--- src/rtl/acc_operand_feeder.sv ---
// Operand/clear feeder in front of the 16-bit accumulator: buffers entries in an
// in-order FIFO and issues at most one registered operand or clear strobe per clock.
module acc_operand_feeder #(
    parameter int DATA_W = 16,
    parameter int DEPTH  = 4,   // power of 2, >= 2
    parameter int ADDR_W = 2    // log2(DEPTH)
) (
    input  logic              CLK,
    input  logic              reset,
    input  logic [DATA_W-1:0] in_data,
    input  logic              in_clear,
    input  logic              in_valid,
    output logic              in_ready,
    input  logic              acc_ready,
    output logic [DATA_W-1:0] IOIn,
    output logic              acc_load,
    output logic              acc_clear,
    output logic [ADDR_W:0]   count
);

    localparam logic [ADDR_W:0] FULL = DEPTH[ADDR_W:0];

    // Handshake: an entry transfers on a rising edge where in_valid && in_ready;
    // the source must hold in_data/in_clear stable until that edge. in_ready
    // depends on occupancy only, never on in_valid.
    logic [DATA_W:0]   mem [DEPTH];
    logic [ADDR_W-1:0] wr_ptr;
    logic [ADDR_W-1:0] rd_ptr;
    logic              push;
    logic              pop;
    logic [DATA_W:0]   head;

    assign in_ready = (count != FULL);
    assign push     = in_valid && in_ready;
    assign pop      = (count != '0) && acc_ready;
    assign head     = mem[rd_ptr];

    // Storage needs no reset: an entry is only read after it has been written.
    always_ff @(posedge CLK) begin
        if (push) begin
            mem[wr_ptr] <= {in_clear, in_data};
        end
    end

    always_ff @(posedge CLK or negedge reset) begin
        if (!reset) begin
            wr_ptr    <= '0;
            rd_ptr    <= '0;
            count     <= '0;
            IOIn      <= '0;
            acc_load  <= 1'b0;
            acc_clear <= 1'b0;
        end else begin
            if (push) begin
                wr_ptr <= wr_ptr + 1'b1;
            end
            if (pop) begin
                rd_ptr <= rd_ptr + 1'b1;
            end

            unique case ({push, pop})
                2'b10:   count <= count + 1'b1;
                2'b01:   count <= count - 1'b1;
                default: count <= count;
            endcase

            // Strobes are single-cycle; IOIn holds its last value between issues.
            acc_load  <= pop && !head[DATA_W];
            acc_clear <= pop &&  head[DATA_W];
            if (pop) begin
                IOIn <= head[DATA_W] ? '0 : head[DATA_W-1:0];
            end
        end
    end

endmodule

--- config.mk ---
export PLATFORM = sky130hd
export DESIGN_NAME = acc_operand_feeder
export DESIGN_NICKNAME = d
export VERILOG_FILES = /design/src/rtl/acc_operand_feeder.sv
export SDC_FILE = /design/constraint.sdc
export NUM_CORES = 1
export LEC_CHECK = 0
export ABC_CLOCK_PERIOD_IN_PS = 5700
export CORE_MARGIN = 1.5
export CORE_UTILIZATION = 33
export CTS_CLUSTER_SIZE = 14
export DETAILED_ROUTE_END_ITERATION = 7
export PLACE_DENSITY_LB_ADDON = 0.12
export SETUP_SLACK_MARGIN = 0.3
export SYNTH_ARGS = -nofsm -noshare
export SYNTH_HDL_FRONTEND = slang
export SYNTH_SLANG_ARGS = --single-unit
--- constraint.sdc ---
create_clock -name CLK -period 5.7 [get_ports CLK]
set_clock_uncertainty 0.1 [all_clocks]
set_input_delay 1.425 -clock CLK [delete_from_list [all_inputs] [get_ports CLK]]
set_output_delay 1.425 -clock CLK [all_outputs]
set_load 0.01 [all_outputs]
==> results.json <==
{
  "status": "finished clean",
  "core_sq_um": 10800,
  "cts.sinks": 93,
  "syn-cell-area_sq_um": 3620,
  "place_ws_ps": 1910,
  "r2r_slack_ps": 2980,
  "syn_avg_cell_area_sq_um": 18.4,
  "grt_use_total": 0.123,
  "cts_setup_buffers": 0,
  "grt_pass1_vias": 1855,
  "tns_ps": 0,
  "drcViolationCount": 0,
  "cts.path.max_buffers": 2,
  "dr.first_iter.drc_count": 113,
  "fill_cells": 1002,
  "insertion_delay_ps": 350,
  "fin_ws_ps": 2300,
  "grt_setup_unrepaired": "false",
  "vias": 1780,
  "antenna_cells": 0,
  "io_buffers": 42,
  "cts_tree": "built",
  "htreeDepth": 3,
  "drv_cap": 0,
  "startpoint_type": "primary input",
  "clkTransAtPathRegs_ps": 90,
  "end_kind": "flip-flop",
  "min-delay-path-class": "reg2reg",
  "yosysWarningCount": 0,
  "dp_hpwl_mm": 4.12,
  "yosysTopAreaCell": "edfxtp_1",
  "layout-drive-gt1-share": 0.132,
  "fin_nets": 272,
  "antenna_found_initial": 0,
  "powerDensity_nw_per_um2": 484,
  "firstDrtPassIters": 4,
  "worst-path-max-fanout": 19,
  "die_area_sq_um": 11600,
  "numCtsBuffers": 9,
  "start_util": 0.336,
  "die_h_um": 108,
  "post_drt_via_cell_ratio": 4.56,
  "setup_viol": 0,
  "pin_count": 43,
  "rows": 38,
  "syn_nets": 224,
  "vdd_drop_max_v": 0.000201,
  "tightest_slew_ps": 966,
  "antenna_left": 0,
  "clockRootBuffer": "clkbuf_8",
  "p_leak_uw": 0.00163,
  "avgRoutedWirePerCell_um": 16.6,
  "synth_top_area_frac": 0.563,
  "grt_start_max_net_pins": 26,
  "drv_slew": 0,
  "cts_resized": 0,
  "critPathKind": "in2reg",
  "slew_headroom": 0.356,
  "grt_pass1_wl_mm": 10.2,
  "hold_viol": 0,
  "cp_data_required_time_ps": 5880,
  "period_needed_ps": 3400,
  "die_x_um": 108,
  "max_freq_mhz": 294,
  "ys_seq_area_frac": 0.736,
  "holdBufCountCts": 0,
  "hold_ws_ps": 384,
  "gr-total-overflow": 0,
  "critPathArrivalTime_ps": 3580,
  "fin_crit_sh": 0.596,
  "area_growth_pct": 21.5,
  "wl_mm": 6.47,
  "ys_types": 23,
  "synth_cells": 197,
  "synth_area_leaders": "edfxtp_1 (56%), dfrtp_1 (17%), mux4_2 (7.5%), mux4_1 (3.6%), nand2_1 (3.4%)",
  "synth_seq_cells": 93,
  "gp_congestion": 0.673
}
## flip-flops by register name, summed over array words and instances (netlist names)
register and cells:
acc_load 1, IOIn 16, wr_ptr 2, mem 68, acc_clear 1, count 3
rd_ptr 2
## worst max-delay path, stage by stage
cell and delay (ps):
clkdlybuf4s50_1 500, o31ai_4 210, inv_2 340, ha_1 250, inv_1 60, fa_1 380, xor2_1 150, nor2_1 110
xor2_1 140
## synthesized netlist by cell type
library cell,n
nand3b_1,16
ha_1,5
and3_1,4
xnor2_1,4
mux4_1,5
clkbuf_1,2
mux4_2,12
mux2_4,1
or3b_4,1
o31ai_4,1
fa_1,1
inv_1,6
and2_4,1
nand2_1,33
dfrtp_1,25
mux2i_1,1
edfxtp_1,68
buf_6,2
nor2_1,2
xor2_1,2
and2_1,1
inv_2,1
buf_2,3
## path summary, 6_finish.rpt
kind / start / to / depth (start not counted)
setup / recovery: acc_ready / count[2]$_DFFE_PN0P_ / 9
hold / removal: IOIn[7]$_DFFE_PN0P_ / IOIn[7]$_DFFE_PN0P_ / 2
setup reg to reg: count[0]$_DFFE_PN0P_ / count[2]$_DFFE_PN0P_ / 8
hold reg to reg: IOIn[7]$_DFFE_PN0P_ / IOIn[7]$_DFFE_PN0P_ / 2
max in group asynchronous: reset / IOIn[10]$_DFFE_PN0P_ / 2
min in group asynchronous: reset / wr_ptr[1]$_DFFE_PN0P_ / 2
## metal layers
layer / routed length, um / vias up / global-route usage
met5: 0 / - / 0
met4: 119 / 0 / 0.0508
met2: 3310 / 38 / 0.207
met3: 234 / 11 / 0.0272
li1: - / 829 / -
met1: 2810 / 902 / 0.154
## layout by cell type (no fill, tap or decap), drive strengths merged, types with 4 or more instances in the layout
master / instances
and3: 4
edfxtp: 68
nand2: 33
inv: 7
clkbuf: 10
nand3b: 16
ha: 5
clkdlybuf4s50: 42
xnor2: 4
mux4: 17
dfrtp: 25
## metrics by stage
stage               instances   util  total power (uW)  cell area [sq um]
floorplan                 197      -              1440               3620
global placement          374  0.388              1700               4190
detailed placement        374  0.388              1710               4190
CTS                       390  0.408              2180               4410
global route              390  0.408              2270               4410
finish                    390  0.408              2130               4410
## where the power goes
group	switching, uW	internal [uW]	leakage, uW
Clock	220	246	0.000100
Combinational	290	348	0.000591
Sequential	117	911	0.000939
Total	627	1510	0.00163
## final cells by class
cell class              count  area, sq um  share of cell area
clock inverters             6         87.6              0.0199
clock buffers              10          128              0.0290
multi-input cells          90          886               0.201
inverters                   7         26.3             0.00596
repair buffers             44          435              0.0988
flip-flops and latches     93         2670               0.606
well taps                 140          175              0.0398
## logic make-up (layout without fill, tap and decap cells)
kind of cell             after synthesis  in the layout  synth area share
AND/OR/NAND/NOR                       58             58            0.0835
XOR/XNOR                               6              6            0.0145
adder cells (fa/ha/maj)                6              6            0.0228
buffers and inverters                 14             67            0.0197
multiplexers                          19             19             0.118
AO/OA/AOI/OAI                          1              1           0.00587
flip-flops                            93             93             0.736
No activity file was read; power rests on OpenSTA's default activity.
